<file path="src/rtl/ts_bus_driver_monitor.sv">
// ---------------------------------------------------------------------------
// ts_bus_driver_monitor
//
// Per-bus driver monitor for a shared tri-state pad bus with N_DRV drivers.
// Every cycle it registers how many drivers are enabled and what they drive
// (0, 1 or unknown), raises a multi-driver flag and reports the resolved bus
// value. Beyond plain driver counting it models a force override, filters
// contention through a persistence FSM, keeps a sticky fault and counts
// contention episodes in a saturating counter.
//
// Ports
//   clk        : clock, all logic on the rising edge
//   reset      : synchronous, active-high reset
//   oe         : per-driver output enable              [N_DRV]
//   op         : per-driver data value                 [N_DRV]
//   opx        : per-driver value-unknown flag         [N_DRV]
//   force_en   : bus is forced, contention is masked
//   force_val  : forced bus value (bus encoding)       [2]
//   clr_fault  : clear the sticky fault
//   count_d    : enabled drivers                       [CW]
//   count_0    : enabled drivers driving 0             [CW]
//   count_1    : enabled drivers driving 1             [CW]
//   count_x    : enabled drivers driving X             [CW]
//   multi      : more than one enabled driver
//   forced     : registered force_en
//   bus_val    : resolved value 00=0 01=1 10=X 11=Z
//   fault      : sticky contention fault
//   cont_evts  : saturating contention event count     [EVW]
// ---------------------------------------------------------------------------
module ts_bus_driver_monitor #(
    parameter int N_DRV       = 6,
    parameter int HOLD_CYCLES = 3,
    parameter int EVW         = 8,
    localparam int CW         = $clog2(N_DRV + 1)
) (
    input  logic             clk,
    input  logic             reset,
    input  logic [N_DRV-1:0] oe,
    input  logic [N_DRV-1:0] op,
    input  logic [N_DRV-1:0] opx,
    input  logic             force_en,
    input  logic [1:0]       force_val,
    input  logic             clr_fault,
    output logic [CW-1:0]    count_d,
    output logic [CW-1:0]    count_0,
    output logic [CW-1:0]    count_1,
    output logic [CW-1:0]    count_x,
    output logic             multi,
    output logic             forced,
    output logic [1:0]       bus_val,
    output logic             fault,
    output logic [EVW-1:0]   cont_evts
);

    // Hold counter carries one bit of headroom so an increment past
    // HOLD_CYCLES (possible after a fault clear with HOLD_CYCLES==1)
    // cannot wrap back below the threshold.
    localparam int HW = $clog2(HOLD_CYCLES + 2);

    localparam logic [CW-1:0]  CNT_ZERO = {CW{1'b0}};
    localparam logic [CW-1:0]  CNT_ONE  = {{(CW-1){1'b0}}, 1'b1};
    localparam logic [HW-1:0]  HOLD_ZERO = {HW{1'b0}};
    localparam logic [HW-1:0]  HOLD_ONE  = {{(HW-1){1'b0}}, 1'b1};
    localparam logic [HW-1:0]  HOLD_MAX  = HW'(HOLD_CYCLES);
    localparam logic [EVW-1:0] EVT_SAT   = {EVW{1'b1}};

    localparam logic [1:0] BUS_0 = 2'b00;
    localparam logic [1:0] BUS_1 = 2'b01;
    localparam logic [1:0] BUS_X = 2'b10;
    localparam logic [1:0] BUS_Z = 2'b11;

    typedef enum logic [1:0] {
        ST_IDLE   = 2'b00,
        ST_SINGLE = 2'b01,
        ST_MULTI  = 2'b10,
        ST_FAULT  = 2'b11
    } state_t;

    state_t          state_r;
    state_t          state_raw_s;
    state_t          state_nx_s;
    state_t          fall_s;
    logic [HW-1:0]   hold_r;
    logic [HW-1:0]   hold_raw_s;
    logic [HW-1:0]   hold_nx_s;
    logic [CW-1:0]   cnt_d_s;
    logic [CW-1:0]   cnt_0_s;
    logic [CW-1:0]   cnt_1_s;
    logic [CW-1:0]   cnt_x_s;
    logic [1:0]      bus_s;
    logic            m_s;
    logic            evt_s;
    logic            fault_nx_s;

    // Driver counts over all pads for the current input sample
    always_comb begin
        cnt_d_s = CNT_ZERO;
        cnt_0_s = CNT_ZERO;
        cnt_1_s = CNT_ZERO;
        cnt_x_s = CNT_ZERO;
        for (int i = 0; i < N_DRV; i++) begin
            if (oe[i]) begin
                cnt_d_s = cnt_d_s + CNT_ONE;
                if (opx[i]) begin
                    cnt_x_s = cnt_x_s + CNT_ONE;
                end else if (op[i]) begin
                    cnt_1_s = cnt_1_s + CNT_ONE;
                end else begin
                    cnt_0_s = cnt_0_s + CNT_ONE;
                end
            end else begin
                cnt_d_s = cnt_d_s;
            end
        end
    end

    // Bus resolution: force wins, then Z / clean 0 / clean 1 / conflict X
    always_comb begin
        bus_s = BUS_Z;
        if (force_en) begin
            bus_s = force_val;
        end else if (cnt_d_s == CNT_ZERO) begin
            bus_s = BUS_Z;
        end else if ((cnt_x_s != CNT_ZERO) ||
                     ((cnt_0_s != CNT_ZERO) && (cnt_1_s != CNT_ZERO))) begin
            bus_s = BUS_X;
        end else if (cnt_0_s != CNT_ZERO) begin
            bus_s = BUS_0;
        end else begin
            bus_s = BUS_1;
        end
    end

    // Contention FSM next state; a forced bus never counts as contention
    always_comb begin
        m_s         = (cnt_d_s > CNT_ONE) && !force_en;
        fall_s      = (cnt_d_s == CNT_ZERO) ? ST_IDLE : ST_SINGLE;
        state_raw_s = state_r;
        hold_raw_s  = hold_r;
        evt_s       = 1'b0;
        case (state_r)
            ST_IDLE, ST_SINGLE: begin
                if (m_s) begin
                    evt_s = 1'b1;
                    if (HOLD_CYCLES == 1) begin
                        state_raw_s = ST_FAULT;
                        hold_raw_s  = HOLD_ONE;
                    end else begin
                        state_raw_s = ST_MULTI;
                        hold_raw_s  = HOLD_ONE;
                    end
                end else begin
                    state_raw_s = fall_s;
                    hold_raw_s  = HOLD_ZERO;
                end
            end
            ST_MULTI: begin
                if (m_s) begin
                    hold_raw_s  = hold_r + HOLD_ONE;
                    state_raw_s = (hold_raw_s >= HOLD_MAX) ? ST_FAULT : ST_MULTI;
                end else begin
                    state_raw_s = fall_s;
                    hold_raw_s  = HOLD_ZERO;
                end
            end
            ST_FAULT: begin
                if (m_s) begin
                    state_raw_s = ST_FAULT;
                end else begin
                    state_raw_s = fall_s;
                    hold_raw_s  = HOLD_ZERO;
                end
            end
            default: begin
                state_raw_s = ST_IDLE;
                hold_raw_s  = HOLD_ZERO;
            end
        endcase

        // A clear beats a simultaneous fault entry: persistence restarts
        // from one sample so the fault re-arms after HOLD_CYCLES-1 more.
        if (clr_fault && (state_raw_s == ST_FAULT)) begin
            state_nx_s = ST_MULTI;
            hold_nx_s  = HOLD_ONE;
        end else begin
            state_nx_s = state_raw_s;
            hold_nx_s  = hold_raw_s;
        end

        fault_nx_s = clr_fault ? 1'b0 : (fault | (state_nx_s == ST_FAULT));
    end

    // State, hold counter and all registered outputs
    always_ff @(posedge clk) begin
        if (reset) begin
            state_r   <= ST_IDLE;
            hold_r    <= HOLD_ZERO;
            count_d   <= CNT_ZERO;
            count_0   <= CNT_ZERO;
            count_1   <= CNT_ZERO;
            count_x   <= CNT_ZERO;
            multi     <= 1'b0;
            forced    <= 1'b0;
            bus_val   <= BUS_Z;
            fault     <= 1'b0;
            cont_evts <= {EVW{1'b0}};
        end else begin
            state_r   <= state_nx_s;
            hold_r    <= hold_nx_s;
            count_d   <= cnt_d_s;
            count_0   <= cnt_0_s;
            count_1   <= cnt_1_s;
            count_x   <= cnt_x_s;
            multi     <= (cnt_d_s > CNT_ONE);
            forced    <= force_en;
            bus_val   <= bus_s;
            fault     <= fault_nx_s;
            if (evt_s && (cont_evts != EVT_SAT)) begin
                cont_evts <= cont_evts + {{(EVW-1){1'b0}}, 1'b1};
            end else begin
                cont_evts <= cont_evts;
            end
        end
    end

endmodule

</file>
<file path="config.mk">
export PLATFORM = sky130hd
export DESIGN_NAME = ts_bus_driver_monitor
export DESIGN_NICKNAME = d
export VERILOG_FILES = /design/src/rtl/ts_bus_driver_monitor.sv
export SDC_FILE = /design/constraint.sdc
export NUM_CORES = 1
export LEC_CHECK = 0
export ABC_CLOCK_PERIOD_IN_PS = 9400
export BUFFER_PORTS_ARGS = -buffer_cell sky130_fd_sc_hd__buf_2
export CORE_UTILIZATION = 60
export CTS_BUF_LIST = sky130_fd_sc_hd__clkbuf_8 sky130_fd_sc_hd__clkbuf_16
export DETAILED_ROUTE_END_ITERATION = 16
export PLACE_DENSITY = 0.86
export SETUP_SLACK_MARGIN = 0.15
export SLEW_MARGIN = 40
export SYNTH_ARGS = -nofsm -noshare
export SYNTH_HDL_FRONTEND = slang
export SYNTH_SLANG_ARGS = --single-unit
</file>
<file path="constraint.sdc">
create_clock -name clk -period 9.4 [get_ports clk]
set_input_delay 1.41 -clock clk [delete_from_list [all_inputs] [get_ports clk]]
set_output_delay 1.41 -clock clk [all_outputs]
set_load 0.01 [all_outputs]
</file>
# Word-level counts from Yosys, hierarchy flattened
# Index checks and enable logic that the tools add are counted.
# W data, S select, Z words.
# totals
regBits	30
latchBits	0
ram_bits	0
mem_bits_ro	0
input_bits	24
out_inout_bits	25
elab_cells	131
memories	0
# classes
n_addsub	22
multipliers	0
div_mod_pow	0
magnitude_cmp	2
n_eq_ne	8
shift	0
mux	72
bitwise	1
reduce_logical	14
# ops
operator	n
$mux W3	47
$add A3 B1 Y3 const B	21
$mux W1	16
$mux W2	7
$pmux W3 S3	1
$reduce_bool A3 Y1	3
$add A8 B1 Y8 const B	1
$eq A2 B2 Y1 const B	4
$ne A8 B8 Y1 const B	1
$pmux W2 S3	1
$reduce_or A2 Y1	3
$logic_and A1 B1 Y1	4
$ge A3 B2 Y1 const B	1
$gt A3 B1 Y1 const B	1
$logic_not A3 Y1	1
$ne A3 B3 Y1 const B	1
$eq A2 B1 Y1 const B	1
$logic_not A2 Y1	1
$ne A2 B2 Y1 const B	1
$logic_not A1 Y1	1
$logic_or A1 B1 Y1	1
$or A1 B1 Y1	1

# Logic depth before layout (Yosys ltp)
# logic_depth
depth_word	29
ltp_mapped	23
mapped_depth_nobuf	23

# Worst setup path before layout
# OpenSTA, ideal clock, no wires.
# synth_timing
path_kind	input to register
from	in oe[0]
to	reg bus_val[0]
setup_time_ns	0.058
arrival_ns	4.923
required_ns	9.342
path_slack_ns	4.419
cell_stages	23
path_buffers	0
cell_sequence	nand2_1 inv_1 ha_1 nand2_1 o21a_1 inv_1 ha_1 nand3_1 o21ai_0 ha_1 or2_2 and2_1 ha_1 and3_1 a31oi_1 inv_1 ha_1 nand3_1 xnor2_1 xnor2_1 nand4_1 a211oi_1 o22a_1
# synth_via
elab_chain_len	27
elab_cells_between_ends	79
classes_between	add/sub: 20; mux: 53; reduce/logical: 6
# synth_rtl
item	line	rtl
from (decl)	38	input logic [N_DRV-1:0] oe,
$mux W1	102	if (oe[i]) begin
$add A3 B1 Y3, on equally long branches	109, 107	
$mux W3	106	end else if (op[i]) begin
$mux W3	104	if (opx[i]) begin
$mux W3	102	
$add A3 B1 Y3, on equally long branches	109, 107	
$mux W3	106	
$mux W3	104	
[... 11 more ...]	n/a	
$mux W3	104	
$mux W3	102	
$reduce_bool A3 Y1, on equally long branches	125, 127	
$logic_and A1 B1 Y1	125	((cnt_0_s != CNT_ZERO) && (cnt_1_s != CNT_ZERO))) begin
$logic_or A1 B1 Y1	124	end else if ((cnt_x_s != CNT_ZERO) ||
$mux W2	124	
$mux W2 *	122	end else if (cnt_d_s == CNT_ZERO) begin
$mux W2 *	120	if (force_en) begin
to (signal assigned)	216	bus_val <= bus_s;
to (decl)	50	output logic [1:0] bus_val,
# Mark *: on every way between the ends. The rest lies on a longest branch, timed or not.
# A chain may end at the register's enable or synchronous reset.

# Final worst setup path
# Ends and elaborated chain as after synthesis.

==> impl_metrics.tcl <==
set metrics [dict create \
    setup-tns-final_ns 0 \
    avgSynthCellArea_um2 8.290 \
    switching_share_pct 33.02 \
    required_ns 9.63 \
    fillCellCount 300 \
    cts_num_sinks 30 \
    synth_top_family_by_area "simple AND/OR/NAND/NOR gates" \
    ys_ff_latch 30 \
    finish.utilization_pct 72.86 \
    hold_path.startpoint "cont_evts[6]" \
    clockBufferDepth 2 \
    ys_seq_area_share_pct 25.33 \
    p_leak_nw 1.314 \
    wl_met3_um 192 \
    synth_adder_area_share_pct 12.14 \
    grt_max_degree 26 \
    worst_pin_slew_ns 0.6280 \
    layout-drive-gt1-share_pct 18.62 \
    cts_buffers 5 \
    initial_core_util_pct 63.80 \
    grtUsageTotal_pct 26.01 \
    slew_headroom_pct 57.60 \
    hold_path.class "reg -> reg" \
    holdPathStages 2 \
    ant_nets 0 \
    drt-initial-drc-count 88 \
    drcViolationCount 0 \
    max-vdd-ir-drop_uv 72.14 \
    synth_fp_nets 333 \
    maxCapViolations 0 \
    switchingPower_mw 0.1245 \
    fmax_ghz 0.1950 \
    criticalPathCategory "in -> reg" \
    p_int_mw 0.2525 \
    avgViaCountPerCell 5.690 \
    met2_length_um 2350 \
    min_to "cont_evts[6]" \
    hold_viol_final 0 \
    rr_worst_depth 8 \
    synthArstFlopShare_pct 0 \
    synth_xor_area_share_pct 13.56 \
    path_clk_slew_ns 0.06 \
    io_buffers 48 \
    cp-start-kind "primary input" \
    total_power_mw 0.3770 \
    synth_mux_area_share_pct 1.266 \
    r2r_setup_slack_ns 7.34 \
    skew_ns 0.003515 \
    root_buffer "clkbuf_8" \
    die_h_um 64.86 \
    wl_met1_um 2129 \
    stdcell_area_um2 2708 \
    hold_ws_ns 0.5018 \
    fin_crit_sh_pct 54.56 \
    place_hpwl_um 3858 \
    grt_pass1_vias 2083 \
    antenna_found_initial 0 \
    drt_pass1_iterations 4 \
    synthFlopType "dfxtp_1" \
    drv_slew 0 \
    nets 379 \
    powerDensity_nw_per_um2 139.2 \
    clkLatencyLatePin_ns 0.28 \
    status "complete, no violations" \
    r2r-start "hold_r[0]" \
    tritoncts "yes" \
    ios 49 \
    crit_path_max_fanout 6 \
    core_area_um2 3716 \
    area_growth_syn_to_layout_pct 14.20 \
    dpl_cell_area_um2 2616 \
    postSynthCellCount 286 \
    cp-end-kind "flip-flop" \
    drt_wl_total_um 4781 \
    hold_buffers 0 \
    ys_types 55 \
    antenna_cells 0 \
    num_vias 2168 \
    rows 22 \
    synth_edf_count 0 \
    gp_congestion 0.8465 \
    die_width_um 64.86 \
    top_layer "met4" \
    rr_endpoint "hold_r[1]" \
    period_minus_slack_ns 5.128 \
    comb_power_share_pct 33.6 \
    setup_viol 0 \
    pwr-share-clk_pct 27.6 \
    syn_area_um2 2371 \
    grt_setup_unrepaired "false" \
    synth_simple_gate_area_share_pct 26.49 \
    globalRouteOverflowTotal 0 \
    die-area_um2 4207 \
    ys_warn_count 0 \
    post_cts_buffers 0 \
    ctsResizeCount 0 \
    crit_arrival_ns 5.36 \
    grt_pass1_wl_um 8583 \
    seq_power_share_pct 38.9 \
    wire_per_inst_um 12.55 \
    cts_max_level 2 \
    synth_compound_area_share_pct 15.09 \
]
routing by layer:
metal	GRT usage [%]	up-vias
met5	0	-
li1	-	1102
met1	29.22	1000
met2	47.66	57
met3	4.049	9
met4	11.39	0
cell type report:
cell class	instances	area (µm²)	share of cell area [%]
multi-input cells	223	1625	60.03
flip-flops and latches	30	600.6	22.18
repair buffers	48	240.2	8.872
inverters	24	90.09	3.327
clock buffers	6	82.58	3.050
well taps	48	60.06	2.218
clock inverters	2	8.758	0.3235
layout by cell type, fill, tap and decap left out, types with 3 or more instances in the layout:
cell type | netlist | layout
nand2_1 | 25 | 25
xnor3_1 | 3 | 3
nor2b_1 | 3 | 3
xor2_1 | 7 | 7
nand4b_1 | 5 | 5
nor2_1 | 17 | 17
nand3_1 | 13 | 13
or2_2 | 5 | 5
mux2i_1 | 3 | 3
xnor2_1 | 22 | 22
clkbuf_8 | 0 | 6
nand3b_1 | 7 | 7
o211ai_1 | 3 | 3
buf_2 | 1 | 48
nor3_1 | 5 | 5
nand2b_1 | 3 | 3
dfxtp_1 | 30 | 30
a21oi_1 | 11 | 11
or3_1 | 4 | 4
and2_1 | 5 | 5
nor3b_1 | 4 | 4
o21ai_0 | 11 | 11
nand4_1 | 4 | 4
inv_1 | 24 | 25
o21a_1 | 6 | 6
ha_1 | 23 | 23
cells by family after synthesis:
logic type                 count (synthesis)
adders and majority gates                 23
DFF                                       30
buffers and inverters                     33
AOI/OAI and AO/OA                         53
muxes                                      3
xor gates and xnor gates                  32
and+or+nand+nor                          112
critical path, cell delays in order:
cell      delay [ns]
buf_2           0.13
nand2_1         0.08
inv_1           0.04
ha_1            0.26
nand2_1         0.06
o21a_1          0.18
inv_1           0.06
ha_1            0.28
nand3_1         0.09
o21ai_0         0.10
ha_1            0.28
or2_2           0.30
and2_1          0.14
ha_1            0.26
and3_1          0.18
a31oi_1         0.24
inv_1           0.08
ha_1            0.18
nand3_1         0.09
xnor2_1         0.14
xnor2_1         0.18
nand4_1         0.15
a211oi_1        0.26
o22a_1          0.15
power groups by stage:
stage	clock (mW)	combinational [mW]	sequential, mW
5_1_grt	0.112	0.146	0.148
3_3_place_gp	0	0.122	0.149
2_1_floorplan	0	0.0891	0.153
3_5_place_dp	0	0.126	0.149
6_report	0.104	0.127	0.146
4_1_cts	0.105	0.128	0.146
cells in the mapped netlist (2+ instances only):
cell | n | area share, %
inv_1 | 24 | 3.8
nor3_1 | 5 | 1.1
a21oi_1 | 11 | 2.3
nand4_1 | 4 | 1.1
or3_1 | 4 | 1.1
nor2_1 | 17 | 2.7
and3_1 | 2 | 0.53
o21a_1 | 6 | 1.9
clkbuf_1 | 3 | 0.47
xnor3_1 | 3 | 2.8
o21ai_0 | 11 | 2.3
nand2b_1 | 3 | 0.79
nand2_1 | 25 | 4.0
or4_1 | 2 | 0.63
nand3_1 | 13 | 2.7
buf_4 | 3 | 0.95
nand4b_1 | 5 | 1.8
o211ai_1 | 3 | 0.95
nand3b_1 | 7 | 2.2
a31oi_1 | 2 | 0.53
and2_1 | 5 | 1.3
mux2i_1 | 3 | 1.3
a22o_1 | 2 | 0.74
ha_1 | 23 | 12
nor2b_1 | 3 | 0.79
o31ai_1 | 2 | 0.63
o311ai_0 | 2 | 0.74
xor2_1 | 7 | 2.6
a211oi_1 | 2 | 0.63
nor3b_1 | 4 | 1.3
or2_2 | 5 | 1.3
o22ai_1 | 2 | 0.53
dfxtp_1 | 30 | 25
xnor2_1 | 22 | 8.1
state kept, by name (all words and copies together), names as in the netlist:
signal and count:
hold_r 3, state_r 2, bus_val 2, count_x 3, fault 1, multi 1, count_1 3, forced 1
count_d 3, count_0 3, cont_evts 8
worst max-delay path by stage:
stage	slack (ns)	end	start	cells after the start
CTS	4.28	bus_val[0]	oe[0]	24
finish	4.27	bus_val[0]	oe[0]	24
floorplan	4.42	bus_val[0]	oe[0]	23
detailed placement	3.99	bus_val[0]	oe[0]	24
global placement	4.14	bus_val[0]	oe[0]	24
global route	3.91	bus_val[0]	oe[0]	24
through the flow:
| stage | setup slack [ns] | std cells |
|---|---|---|
| finish | 4.272 | 381 |
| detailed placement | 3.993 | 373 |
| global placement | 4.145 | 373 |
| global route | 3.907 | 381 |
| floorplan | 4.419 | 286 |
| CTS | 4.283 | 381 |
(Power assumes the default switching activity.)
